$ cat src/rtl/chunked_adder_if.sv
// Handshake bundle for chunked_adder: operand/mode request and result response.
interface chunked_adder_if #(
    parameter int WIDTH = 8
);
    logic             in_valid;
    logic             in_ready;
    logic [WIDTH-1:0] num1;
    logic [WIDTH-1:0] num2;
    logic             sub;
    logic [WIDTH-1:0] out;
    logic             cout;
    logic             out_valid;
    logic             out_ready;

    modport master (
        output in_valid, num1, num2, sub, out_ready,
        input  in_ready, out, cout, out_valid
    );

    modport slave (
        input  in_valid, num1, num2, sub, out_ready,
        output in_ready, out, cout, out_valid
    );
endinterface

$ cat src/rtl/chunked_adder.sv
// Multi-cycle adder/subtractor: one CHUNK-bit slice per clock, LSB slice first,
// carry kept in a register between slices. WIDTH must match the bus WIDTH.
module chunked_adder #(
    parameter int WIDTH = 8,
    parameter int CHUNK = 2
) (
    input  logic           clk,
    input  logic           rst_n,
    chunked_adder_if.slave bus
);
    localparam int STEPS = WIDTH / CHUNK;
    localparam int CW    = (STEPS > 1) ? $clog2(STEPS) : 1;
    localparam logic [CW-1:0] LAST = CW'(STEPS - 1);

    typedef enum logic [1:0] {
        IDLE,
        BUSY,
        DONE
    } state_t;

    state_t           state_q;
    state_t           state_d;
    logic [WIDTH-1:0] a_q;
    logic [WIDTH-1:0] b_q;
    logic [WIDTH-1:0] out_q;
    logic             carry_q;
    logic             cout_q;
    logic [CW-1:0]    cnt_q;
    logic [CHUNK-1:0] a_slice;
    logic [CHUNK-1:0] b_slice;
    logic [CHUNK:0]   sum;
    logic             last;

    // Slice mux compares the counter against constants so every select is static.
    always_comb begin
        a_slice = '0;
        b_slice = '0;
        for (int k = 0; k < STEPS; k++) begin
            if (cnt_q == CW'(k)) begin
                a_slice = a_q[k*CHUNK +: CHUNK];
                b_slice = b_q[k*CHUNK +: CHUNK];
            end
        end
        sum = {1'b0, a_slice} + {1'b0, b_slice} + {{CHUNK{1'b0}}, carry_q};
    end

    assign last = (cnt_q == LAST);

    // NOTE: state_d gets its default before the case so no path leaves it unassigned (no latch).
    always_comb begin
        state_d = state_q;
        unique case (state_q)
            IDLE:    if (bus.in_valid)  state_d = BUSY;
            BUSY:    if (last)          state_d = DONE;
            DONE:    if (bus.out_ready) state_d = IDLE;
            default:                    state_d = IDLE;
        endcase
    end

    // NOTE: sequential state uses non-blocking assignments so every register samples pre-edge values.
    always_ff @(posedge clk or negedge rst_n) begin
        if (!rst_n) begin
            state_q <= IDLE;
        end else begin
            state_q <= state_d;
        end
    end

    // Subtraction is num1 + ~num2 + 1: invert B at capture and seed the carry with sub.
    always_ff @(posedge clk or negedge rst_n) begin
        if (!rst_n) begin
            a_q     <= '0;
            b_q     <= '0;
            out_q   <= '0;
            carry_q <= 1'b0;
            cout_q  <= 1'b0;
            cnt_q   <= '0;
        end else begin
            unique case (state_q)
                IDLE: begin
                    if (bus.in_valid) begin
                        a_q     <= bus.num1;
                        b_q     <= bus.sub ? ~bus.num2 : bus.num2;
                        carry_q <= bus.sub;
                        cnt_q   <= '0;
                    end
                end
                BUSY: begin
                    for (int k = 0; k < STEPS; k++) begin
                        if (cnt_q == CW'(k)) out_q[k*CHUNK +: CHUNK] <= sum[CHUNK-1:0];
                    end
                    carry_q <= sum[CHUNK];
                    cnt_q   <= last ? '0 : cnt_q + CW'(1);
                    if (last) cout_q <= sum[CHUNK];
                end
                default: ;
            endcase
        end
    end

    // Handshake flags decode registered state only.
    assign bus.in_ready  = (state_q == IDLE);
    assign bus.out_valid = (state_q == DONE);
    assign bus.out       = out_q;
    assign bus.cout      = cout_q;
endmodule

$ cat src/flat_wrapper.sv
// flat-port wrapper written by rule: the top's interface ports become plain ports
module chunked_adder_flat 
#(
    parameter int WIDTH = 8,
    parameter int CHUNK = 2
)
  (clk, rst_n, bus_in_valid, bus_num1, bus_num2, bus_sub, bus_out_ready, bus_in_ready, bus_out, bus_cout, bus_out_valid);
  chunked_adder_if #(.WIDTH(WIDTH)) bus_i ();
  input  logic clk;
  input  logic rst_n;
  input wire logic [$bits(bus_i.in_valid)-1:0] bus_in_valid;
  input wire logic [$bits(bus_i.num1)-1:0] bus_num1;
  input wire logic [$bits(bus_i.num2)-1:0] bus_num2;
  input wire logic [$bits(bus_i.sub)-1:0] bus_sub;
  input wire logic [$bits(bus_i.out_ready)-1:0] bus_out_ready;
  output wire logic [$bits(bus_i.in_ready)-1:0] bus_in_ready;
  output wire logic [$bits(bus_i.out)-1:0] bus_out;
  output wire logic [$bits(bus_i.cout)-1:0] bus_cout;
  output wire logic [$bits(bus_i.out_valid)-1:0] bus_out_valid;
  assign bus_i.in_valid = bus_in_valid;
  assign bus_i.num1 = bus_num1;
  assign bus_i.num2 = bus_num2;
  assign bus_i.sub = bus_sub;
  assign bus_i.out_ready = bus_out_ready;
  assign bus_in_ready = bus_i.in_ready;
  assign bus_out = bus_i.out;
  assign bus_cout = bus_i.cout;
  assign bus_out_valid = bus_i.out_valid;
  chunked_adder #(.WIDTH(WIDTH), .CHUNK(CHUNK)) u_core (.clk(clk), .rst_n(rst_n), .bus(bus_i));
endmodule
$ cat config.mk
export PLATFORM = sky130hd
export DESIGN_NAME = chunked_adder_flat
export DESIGN_NICKNAME = d
export VERILOG_FILES = /design/src/rtl/chunked_adder_if.sv /design/src/rtl/chunked_adder.sv /design/src/flat_wrapper.sv
export SDC_FILE = /design/constraint.sdc
export NUM_CORES = 1
export LEC_CHECK = 0
export ABC_AREA = 1
export CAP_MARGIN = 15
export CORE_MARGIN = 2
export CORE_UTILIZATION = 61
export DETAILED_ROUTE_END_ITERATION = 7
export DONT_BUFFER_PORTS = 1
export MAX_ROUTING_LAYER = met4
export PLACE_DENSITY = 0.79
export RECOVER_POWER = 25
export SLEW_MARGIN = 40
export SYNTH_ARGS = -nofsm -noshare
export SYNTH_HDL_FRONTEND = slang
export SYNTH_SLANG_ARGS = --single-unit
export TNS_END_PERCENT = 30
$ cat constraint.sdc
create_clock -name clk -period 2.55 [get_ports clk]
set_clock_uncertainty 0.05 [all_clocks]
set_input_delay 0.51 -clock clk [delete_from_list [all_inputs] [get_ports clk]]
set_output_delay 0.51 -clock clk [all_outputs]
set_load 0.03 [all_outputs]
Word level (Yosys, flattened, before mapping) --
Cells that the tools add are included.
Operators by class: add/subtract/negate cells 3, $mul 0, divide/modulo/power cells 0, $lt $le $gt $ge 0, eq/ne operators 8, shift operators 0, muxes and demuxes 18, bitwise gates (word level) 1, reductions and logical operators 10
Operators with widths (count):
- $mux W2 | 13
- $reduce_and A2 Y1 | 6
- $mux W8 | 1
- $not A8 Y8 | 1
- $eq A2 B2 Y1 const B | 3
- $pmux W2 S3 | 1
- $eq A2 B1 Y1 const B | 2
- $logic_not A2 Y1 | 2
- $ne A2 B2 Y1 const B | 2
- $pmux W2 S2 | 1
- $add A2 B2 Y3 | 1
- $add A3 B1 Y3 | 1
- $reduce_and A3 Y1 | 1
- $add A2 B1 Y2 const B | 1
- $ne A2 B1 Y1 const B | 1
- $pmux W1 S2 | 1
- $reduce_bool A2 Y1 | 1
- $mux W1 | 1
Word-level totals: register bits after elaboration 30, bits in latches 0, memory bits (writable) 0, bits in read-only memories 0, output and inout bits 11, logic and storage cells 50, memories 0

Logic depth before layout (Yosys ltp) --
Gate-level depths: netlist of the first run.
depth in word-level cells 8, mapped depth 12

Worst setup path after synthesis of the first run --
OpenSTA, ideal clock, no wires.
path kind register to register, from register u_core.cnt_q[1], to register u_core.out_q[1], in the netlist u_core.bus.out[1], library setup time 126 ps, arrival time 1994 ps, path slack 379 ps, cell stages (with the launch flop) 13, period minus slack after synthesis 2171 ps, cell sequence dfrtp_1 > inv_1 > ha_1 > inv_1 > nand2_1 > nand3_1 > nand2_1 > nand2_1 > fa_1 > inv_1 > fa_1 > inv_1 > o21ai_0
Between the ends: longest elaborated chain between the ends 7, elaborated cells between the ends (all ways) 15
RTL lines:
- start: declaration | line chunked_adder.sv:28 | logic [CW-1:0] cnt_q;
- start signal: assignment | line chunked_adder.sv:93 | cnt_q <= last ? '0 : cnt_q + CW'(1);
- $logic_not A2 Y1 | line chunked_adder.sv:39 | if (cnt_q == CW'(k)) begin
- $mux W2 (4 in a row) | line chunked_adder.sv:39
- $add A2 B2 Y3 (*) | line chunked_adder.sv:44 | sum = {1'b0, a_slice} + {1'b0, b_slice} + {{CHUNK{1'b0}}, carry_q};
- $add A3 B1 Y3 (*) | line chunked_adder.sv:44
- net u_core.sum[1] | line chunked_adder.sv:31 | logic [CHUNK:0] sum;
- end signal: indexed assignment | line chunked_adder.sv:90 | if (cnt_q == CW'(k)) out_q[k*CHUNK +: CHUNK] <= sum[CHUNK-1:0];
- end: declaration | line chunked_adder.sv:25 | logic [WIDTH-1:0] out_q;
The timed path passes the listed nets; every way through them passes the cells marked *. A chain may end at the register's enable or synchronous reset.

Worst setup path in the final report of the first run --
from register u_core.cnt_q[1], to register u_core.out_q[3], in the netlist u_core.bus.out[3]
The elaborated chain is that of the path after synthesis.

==> results.yml, run 1 <==
run_status:
  status: "finished, violations left"
  violations: "max-capacitance violations, max-slew violations"
finish:
  diodes: 0
  nets: 206
  instances_no_fill: 207
  area_growth_pct: 6.151
  layout-drive-gt1-share: 0.1061
  fillers: 173
  postLayoutCoreUtil: 0.7020
timing:
  maxSlewViolCount: 31
  hold-worst-slack_ns: 0.2319
  finalHoldViolCount: 0
  final.setup.tns_ns: 0
  setup_violations: 0
  grt_setup_unrepaired: "false"
  fmax_mhz: 424.4
  relSlewSlack: -0.02215
  min_period_ns: 2.356
  period_share: 0.9240
  worst_pin_slew_ns: 1.533
floorplanning:
  die_h_um: 53.68
  rows: 17
  die_area_sq_um: 2881
  pin_count: 32
  start_util: 0.6614
  die_w_um: 53.68
  core_area_sq_um: 2276
global_routing:
  top_usage_layer: "met2"
  grt_start_max_net_pins: 31
  grt_first_pass_wirelength_mm: 4.623
  grt_overflow: 0
  use_met2: 0.3679
  antenna_found_initial: 0
  globalRouteMet1Util: 0.2920
  grt_pass1_vias: 1042
  grt.met3_usage: 0.06944
  track_usage: 0.2430
clocking:
  cts.path.max_buffers: 2
  cts_buffers: 5
  cts.sinks: 30
  clk_latency_ns: 0.31
  htree_levels: 2
  path_clk_slew_ns: 0.08
  cts_setup_buffers: 0
  cts_root_buf: "clkbuf_4"
  cts_tree: "done"
worst_hold_path:
  hold_class: "primary input to flip-flop"
  hold_start: "bus_out_ready"
routing:
  finalWirelength_mm: 2.820
  routedWlPerCell_um: 13.62
  via_per_inst: 5.353
  ant_nets: 0
  vias: 1108
  drt_iter0_drc: 10
  dr.pass1.iters: 4
  drc: 0
worst_setup_path:
  crit_arrival_ns: 2.50
  slowest_delay_ns: 0.45
  criticalPathCategory: "flip-flop to flip-flop"
  crit_path_start_kind: "flip-flop"
  worstSetupStartpoint: "u_core.cnt_q[1]"
  path_cells: "inv_2 -> ha_4 -> inv_1 -> nand2_1 -> nand3_1 -> nand2_1 -> nand2_1 -> fa_1 -> inv_1 -> fa_1 -> inv_1 -> o21ai_0"
  cp_top_family: "adder cells"
  timing.rr.start: "u_core.cnt_q[1]"
  path_buf_inv: 4
  crit_fanout: 6
  end_kind: "flip-flop"
  cp_slowest_cell: "dfrtp_1"
  required_ns: 2.69
synthesis:
  synth_top_family_by_area: "simple AND/OR/NAND/NOR gates"
  seq_area_frac_synth: 0.4988
  ys.flop_type: "dfrtp_1"
  synth_simple_gate_area_share: 0.2569
  yosys-mux-area-fraction: 0
  synthAdderAreaFrac: 0.05985
  synth_compound_area_frac: 0.07814
  synth_nets: 201
  synth_xor_area_frac: 0.04655
  synth_cells: 174
  synth-edff-count: 0
  synthArstFlopShare: 1.000
  yosys_warnings: 0
  ys_seq_elements: 30
  netlist-cell-type-count: 21
  syn_area_sq_um: 1505
  avgSynthCellArea_sq_um: 8.651
power:
  power_uw: 2255
  p_leak_uw: 0.0007904
  p_per_area_nw_per_um2: 1412
  irDropWorstVdd_uv: 883.3
placed_design:
  placed_cells: 198
  routabilityCongestion: 0.8440
  port_buffers: 0
  hpwl_mm: 2.095
run:
  maxCapViolCount: 1
-- registers in the layout, indices dropped and copies added (netlist names) --
name             cells
u_core.state_q       2
u_core.carry_q       1
u_core.bus.out       8
u_core.a_q           8
u_core.bus.cout      1
u_core.cnt_q         2
u_core.b_q           8
-- layout make-up --
cell class	instances	area, sq um	share of cell area
Tap cell	28	35.03	0.02193
Multi-Input combinational cell	126	691.9	0.4330
Sequential cell	30	752.0	0.4706
Inverter	12	45.04	0.02819
Clock buffer	7	45.04	0.02819
Timing Repair Buffer	4	28.78	0.01801
-- worst paths after layout --
path,to,slack [ns],cells past startpoint
worst max register to register,u_core.bus.out[3],0.19,12
worst min register to register,u_core.a_q[2],0.43,2
max in group asynchronous,u_core.cnt_q[0],0.38,2
worst min-delay path,u_core.state_q[1],0.23,1
worst max-delay path,u_core.bus.out[3],0.19,12
min in group asynchronous,u_core.bus.out[7],1.06,2
-- metrics by stage --
stage / worst slack, ns / instance area, sq um
floorplan: 0.3793 / 1505
global placement: 0.1997 / 1510
detailed placement: 0.1175 / 1510
CTS: 0.08941 / 1585
global route: 0.006016 / 1598
finish: 0.1938 / 1598
-- cells in the mapped netlist (2+ instances only) --
| library cell | n | area [sq um] |
|---|---|---|
| or2_2 | 2 | 12.51 |
| nand2_1 | 63 | 236.5 |
| buf_6 | 2 | 22.52 |
| o21ai_0 | 13 | 65.06 |
| nand3_1 | 15 | 75.07 |
| a21oi_1 | 4 | 20.02 |
| inv_1 | 11 | 41.29 |
| dfrtp_1 | 30 | 750.7 |
| xnor2_1 | 8 | 70.07 |
| fa_1 | 2 | 40.04 |
| buf_2 | 3 | 15.01 |
| ha_1 | 4 | 50.05 |
| o21ai_1 | 5 | 25.02 |
| nor2_1 | 5 | 18.77 |
-- layer usage --
layer | up-vias | routed length (um)
li1 | 558 | -
met1 | 512 | 1250
met2 | 32 | 1378
met3 | 6 | 130
met4 | 0 | 61
met5 | - | 0
-- cells by family (layout without fill, tap and decap cells) --
kind of cell | after synthesis | in the layout
and+or+nand+nor | 89 | 89
DFF | 30 | 30
AOI/OAI and AO/OA | 23 | 23
buffers and inverters | 18 | 23
xor gates and xnor gates | 8 | 8
adders and majority gates | 6 | 6
-- repair_timing --
action | in CTS | in global routing
hold endpoints to repair | 30 | 0
setup endpoints to repair | 0 | 4
gates resized for setup | 0 | 7
hold buffers | 2 | 0
-- worst reg2reg max path, delay by kind of cell (launching register included) --
kind	cells	cell delay, ns
fa+ha+maj	3	0.96
flops	1	0.45
buf+inv	4	0.39
simple gates	4	0.29
compound gates	1	0.11
-- layout by cell type (no fill, tap or decap) --
| master | n |
|---|---|
| nor2_8 | 1 |
| a21oi_1 | 4 |
| o21ai_0 | 13 |
| o21ai_1 | 5 |
| nand3_1 | 15 |
| nor2_1 | 5 |
| buf_4 | 2 |
| clkbuf_1 | 3 |
| fa_1 | 2 |
| xnor2_1 | 8 |
| or2_2 | 2 |
| ha_4 | 2 |
| ha_1 | 1 |
| nor2_2 | 1 |
| nand2_2 | 1 |
| clkbuf_4 | 5 |
| inv_1 | 10 |
| dlygate4sd3_1 | 1 |
| inv_2 | 2 |
| ha_2 | 1 |
| nand2_4 | 1 |
| o31ai_1 | 1 |
| dfrtp_1 | 29 |
| dfrtp_2 | 1 |
| nand2_1 | 63 |
-- power by group --
group	switching, uW	total, uW	internal, uW
clock	141	245	104
sequential	295	993	699
combinational	638	1020	380
(Power assumes the default switching activity.)
==> run 2, diff against run 1 <==
Settings changed: CELL_PAD_IN_SITES_DETAIL_PLACEMENT from default to 1, CELL_PAD_IN_SITES_GLOBAL_PLACEMENT from default to 2, CORE_ASPECT_RATIO from default to 0.5, CORE_UTILIZATION 61 to 36, CTS_CLUSTER_SIZE from default to 28, PLACE_DENSITY 0.79 to 0.78.
==> run 2 against run 1 <==
The run now ends clean. Maximum frequency fell by 0.79%. Cell area rose by 5.5%. First-iteration DRC count rose to 3.7 times the previous value. Sequential share of layout area fell by 2.4 points. Count of clock-buffer cells in the layout did not move. Via count rose by 2.3%. Critical endpoint is now u_core.bus.out[1]. Highest routed layer unchanged.
==> results.yml, run 2 (synthesized netlist as in run 1, its figures left out) <==
finish:
  layout_common_cells: "nand2_1 (63), dfrtp_1 (29), nand3_1 (15)"
  layout_commonest_cell: "nand2_1"
  postLayoutCoreUtil: 0.4252
  design_area_sq_um: 1685
  layout-drive-gt1-share: 0.1222
  area_growth_pct: 11.97
  fillers: 482
  nets: 206
  diodes: 0
floorplanning:
  die_h_um: 49.72
  die_area_sq_um: 4746
  rows: 16
  die_w_um: 95.45
  core_area_sq_um: 3964
  start_util: 0.3797
  pin_count: 32
timing:
  setup_violations: 0
  finalHoldViolCount: 0
  setup_ws_ns: 0.1750
  grt_setup_unrepaired: "false"
  final.setup.tns_ns: 0
  maxSlewViolCount: 0
  worst_pin_slew_ns: 1.351
  relSlewSlack: 0.09911
  fmax_mhz: 421.0
  min_period_ns: 2.375
  period_share: 0.9314
global_routing:
  grt_start_max_net_pins: 31
  grt_overflow: 0
  antenna_found_initial: 0
  grt_first_pass_wirelength_mm: 5.616
  grt_pass1_vias: 1127
  track_usage: 0.1661
power:
  p_comb_frac: 0.433
  switching_share: 0.4658
  power_frac_clock: 0.164
  sequentialPowerShare: 0.403
  p_leak_uw: 0.0008246
  switching_power_uw: 1138
  power.internal_uw: 1305
  p_per_area_nw_per_um2: 1450
  irDropWorstVdd_uv: 335.4
routing:
  ant_nets: 0
  drc: 0
  via_per_inst: 4.846
  dr.pass1.iters: 4
  vias: 1134
  finalWirelength_mm: 3.480
  drt_iter0_drc: 37
  routedWlPerCell_um: 14.87
worst_setup_path:
  crit_arrival_ns: 2.49
  criticalPathCategory: "flip-flop to flip-flop"
  reg2reg_slack_ns: 0.17
  required_ns: 2.66
  end_kind: "flip-flop"
  crit_fanout: 6
  crit_path_start_kind: "flip-flop"
clocking:
  path_clk_slew_ns: 0.07
  cts_buffers: 5
  htree_levels: 2
  cts_tree: "done"
  clk_latency_ns: 0.28
  cts_setup_buffers: 0
  cts_root_buf: "clkbuf_8"
  cts.path.max_buffers: 2
  cts.sinks: 30
placed_design:
  dpl_worst_slack_ns: 0.02741
  routabilityCongestion: 0.7423
  port_buffers: 0
  place_area_sq_um: 1543
  hpwl_mm: 2.562
run_status:
  status: "finished, final reports clean"
run:
  maxCapViolCount: 0
worst_hold_path:
  hold_class: "primary input to flip-flop"
[run 2: per-stage QoR]
step                hold slack (ns)  instances  total power [uW]
floorplan                    0.1644        174              1727
global placement             0.1651        224              1958
detailed placement           0.1650        224              2014
CTS                          0.2619        234              2436
global route                 0.2566        234              2687
finish                       0.2699        234              2444
[run 2: cell type report]
cell class / count / area (sq um) / area share
timing repair buffer: 4 / 37.54 / 0.02227
inverter: 12 / 45.04 / 0.02673
clock inverter: 1 / 5.005 / 0.002970
clock buffer: 7 / 86.33 / 0.05122
multi-input combinational: 126 / 691.9 / 0.4105
tap: 54 / 67.56 / 0.04009
sequential: 30 / 752.0 / 0.4462
[run 2: path summary, 6_finish.rpt]
path / end / start / depth (start not counted)
max: u_core.bus.out[1] / u_core.cnt_q[1] / 12
min: u_core.state_q[1] / bus_out_ready / 1
max reg2reg: u_core.bus.out[1] / u_core.cnt_q[1] / 12
min reg2reg: u_core.a_q[2] / u_core.a_q[2] / 2
max in group asynchronous: u_core.cnt_q[0] / rst_n / 2
min in group asynchronous: u_core.b_q[4] / rst_n / 2
[run 2: repair_timing]
item                                   4_1_cts  5_1_grt
gates resized for setup                      0        8
endpoints found under the hold margin       30        0
setup endpoints to repair                    0        4
hold buffers                                 2        0
[run 2: per-layer routing]
| metal | track usage | vias up | wire length [um] |
|---|---|---|---|
| met3 | 0.05352 | 4 | 201 |
| met2 | 0.2265 | 27 | 1440 |
| met4 | 0.05000 | 0 | 38 |
| li1 | - | 562 | - |
| met5 | - | - | 0 |
| met1 | 0.2342 | 541 | 1800 |
[run 2: power by group through the flow]
stage | Combinational (uW) | Clock, uW | Sequential (uW)
after detailed placement | 1020 | 0 | 990
after global routing | 1230 | 437 | 1020
final | 1060 | 401 | 985
after global placement | 973 | 0 | 985
after CTS | 1040 | 413 | 982
after floorplan | 789 | 0 | 938
[run 2: worst max-delay path: stages (launching register included)]
cell	delay (ns)
dfrtp_1	0.43
inv_2	0.12
ha_4	0.18
inv_1	0.08
nand2_1	0.08
nand3_1	0.08
nand2_1	0.08
nand2_1	0.07
fa_1	0.39
inv_1	0.08
fa_1	0.41
inv_1	0.11
o21ai_0	0.10
==> run 3, diff against run 2 <==
Settings changed: SETUP_SLACK_MARGIN from default to 0.2.
==> run 3 against run 2 <==
Critical path depth is 1 lower. Register-to-register slack better by 0.12 ns. Maximum frequency rose by 5.5%. Non-clock buffer count rose by 3. Combinational power grew 14%. First-iteration DRC count decreased by 5.4%. Largest power group unchanged.
==> results.yml, run 3 (synthesized netlist as in run 1, its figures left out) <==
run_status:
  status: "finished, final reports clean"
routing:
  dr.pass1.iters: 4
  drt_iter0_drc: 35
  finalWirelength_mm: 3.575
  drc: 0
  routedWlPerCell_um: 15.08
  via_per_inst: 4.810
  vias: 1140
  ant_nets: 0
worst_setup_path:
  rr_endpoint: "u_core.bus.out[1]"
  crit_arrival_ns: 2.37
  slowest_delay_ns: 0.46
  reg2reg_slack_ns: 0.30
  path_buf_inv: 3
  path_cells: "buf_6 -> ha_4 -> nand2_1 -> nand3_2 -> nand2_2 -> nand2_2 -> fa_2 -> inv_2 -> fa_1 -> inv_2 -> o21ai_1"
  cp_slowest_cell: "dfrtp_2"
  end_kind: "flip-flop"
  r2r_cells: 11
  crit_cells: 11
  crit_fanout: 5
  required_ns: 2.67
  timing.rr.start: "u_core.cnt_q[0]"
  cp_top_family: "adder cells"
  criticalPathCategory: "flip-flop to flip-flop"
  crit_path_start_kind: "flip-flop"
finish:
  layout_commonest_cell: "nand2_1"
  layout_common_cells: "nand2_1 (60), dfrtp_1 (28), nand3_1 (14)"
  nets: 209
  area_growth_pct: 16.62
  layout-drive-gt1-share: 0.1967
  diodes: 0
clocking:
  cts_buffers: 5
  cts.path.max_buffers: 2
  cts.sinks: 30
  cts_root_buf: "clkbuf_8"
  clk_latency_ns: 0.28
  path_clk_slew_ns: 0.07
  htree_levels: 2
  cts_tree: "done"
floorplanning:
  start_util: 0.3797
  die_area_sq_um: 4746
  die_w_um: 95.45
  rows: 16
  pin_count: 32
  die_h_um: 49.72
  core_area_sq_um: 3964
timing:
  min_period_ns: 2.252
  finalHoldViolCount: 0
  worst_pin_slew_ns: 1.362
  hold-worst-slack_ns: 0.2725
  period_share: 0.8830
  fmax_mhz: 444.1
  maxSlewViolCount: 0
  setup_violations: 0
  final.setup.tns_ns: 0
  relSlewSlack: 0.09182
  grt_setup_unrepaired: "true"
placed_design:
  routabilityCongestion: 0.7423
  port_buffers: 0
  hpwl_mm: 2.562
power:
  p_per_area_nw_per_um2: 1484
  p_comb_frac: 0.465
  switching_power_uw: 1209
  power.internal_uw: 1395
  irDropWorstVdd_uv: 370.8
  p_leak_uw: 0.0008391
  switching_share: 0.4644
  power_frac_clock: 0.152
  power_uw: 2604
  sequentialPowerShare: 0.382
worst_hold_path:
  hold_class: "primary input to flip-flop"
  hold_path_end: "u_core.state_q[1]"
  min_path_cells: 1
  hold_start: "bus_out_ready"
run:
  maxCapViolCount: 0
global_routing:
  track_usage: 0.1708
  grt_first_pass_wirelength_mm: 5.775
  antenna_found_initial: 0
  grt_pass1_vias: 1151
  grt_start_max_net_pins: 31
  grt_overflow: 0
-- run 3: layout make-up --
class | instances | area [sq um]
clock buffer | 7 | 86.33
multi-input combinational | 126 | 729.5
clock inverter | 1 | 5.005
tap | 54 | 67.56
fill | 481 | 2208
timing repair buffer | 7 | 63.81
inverter | 12 | 50.05
sequential | 30 | 753.2
-- run 3: how the worst max path moves through the flow --
stage / from / to
2_1_floorplan: u_core.cnt_q[1] / u_core.bus.out[1]
4_1_cts: u_core.cnt_q[1] / u_core.bus.out[1]
5_1_grt: rst_n / u_core.cnt_q[1]
3_5_place_dp: u_core.cnt_q[1] / u_core.bus.out[1]
6_report: u_core.cnt_q[0] / u_core.bus.out[1]
3_3_place_gp: u_core.cnt_q[1] / u_core.bus.out[5]
-- run 3: what timing repair did --
item,4_1_cts,5_1_grt
buffers inserted,2,1
hold endpoints to repair,30,0
pin swaps,1,5
hold buffers,2,0
setup endpoints to repair,4,4
gates resized for setup,11,17
-- run 3: power groups by stage --
stage | logic, uW | clock network [uW] | registers [uW]
3_5_place_dp | 1020 | 0 | 990
6_report | 1210 | 396 | 996
4_1_cts | 1130 | 413 | 985
5_1_grt | 1390 | 437 | 1030
2_1_floorplan | 789 | 0 | 938
3_3_place_gp | 973 | 0 | 985
-- run 3: through the flow --
| stage | instances | worst slack, ns | util | instance area (sq um) |
|---|---|---|---|---|
| final | 237 | 0.2984 | 0.4429 | 1755 |
| after global placement | 224 | 0.1376 | 0.3892 | 1543 |
| after global routing | 237 | 0.1536 | 0.4429 | 1755 |
| after CTS | 236 | 0.2178 | 0.4315 | 1710 |
| after floorplan | 174 | 0.3793 | - | 1505 |
| after detailed placement | 224 | 0.02741 | 0.3892 | 1543 |
-- run 3: metal layers --
metal / GRT usage / vias to the layer above / part of all wire
met5: - / - / 0
met4: 0.05000 / 0 / 0.012
met3: 0.05352 / 4 / 0.054
met2: 0.2371 / 27 / 0.42
met1: 0.2390 / 544 / 0.51
li1: - / 565 / -
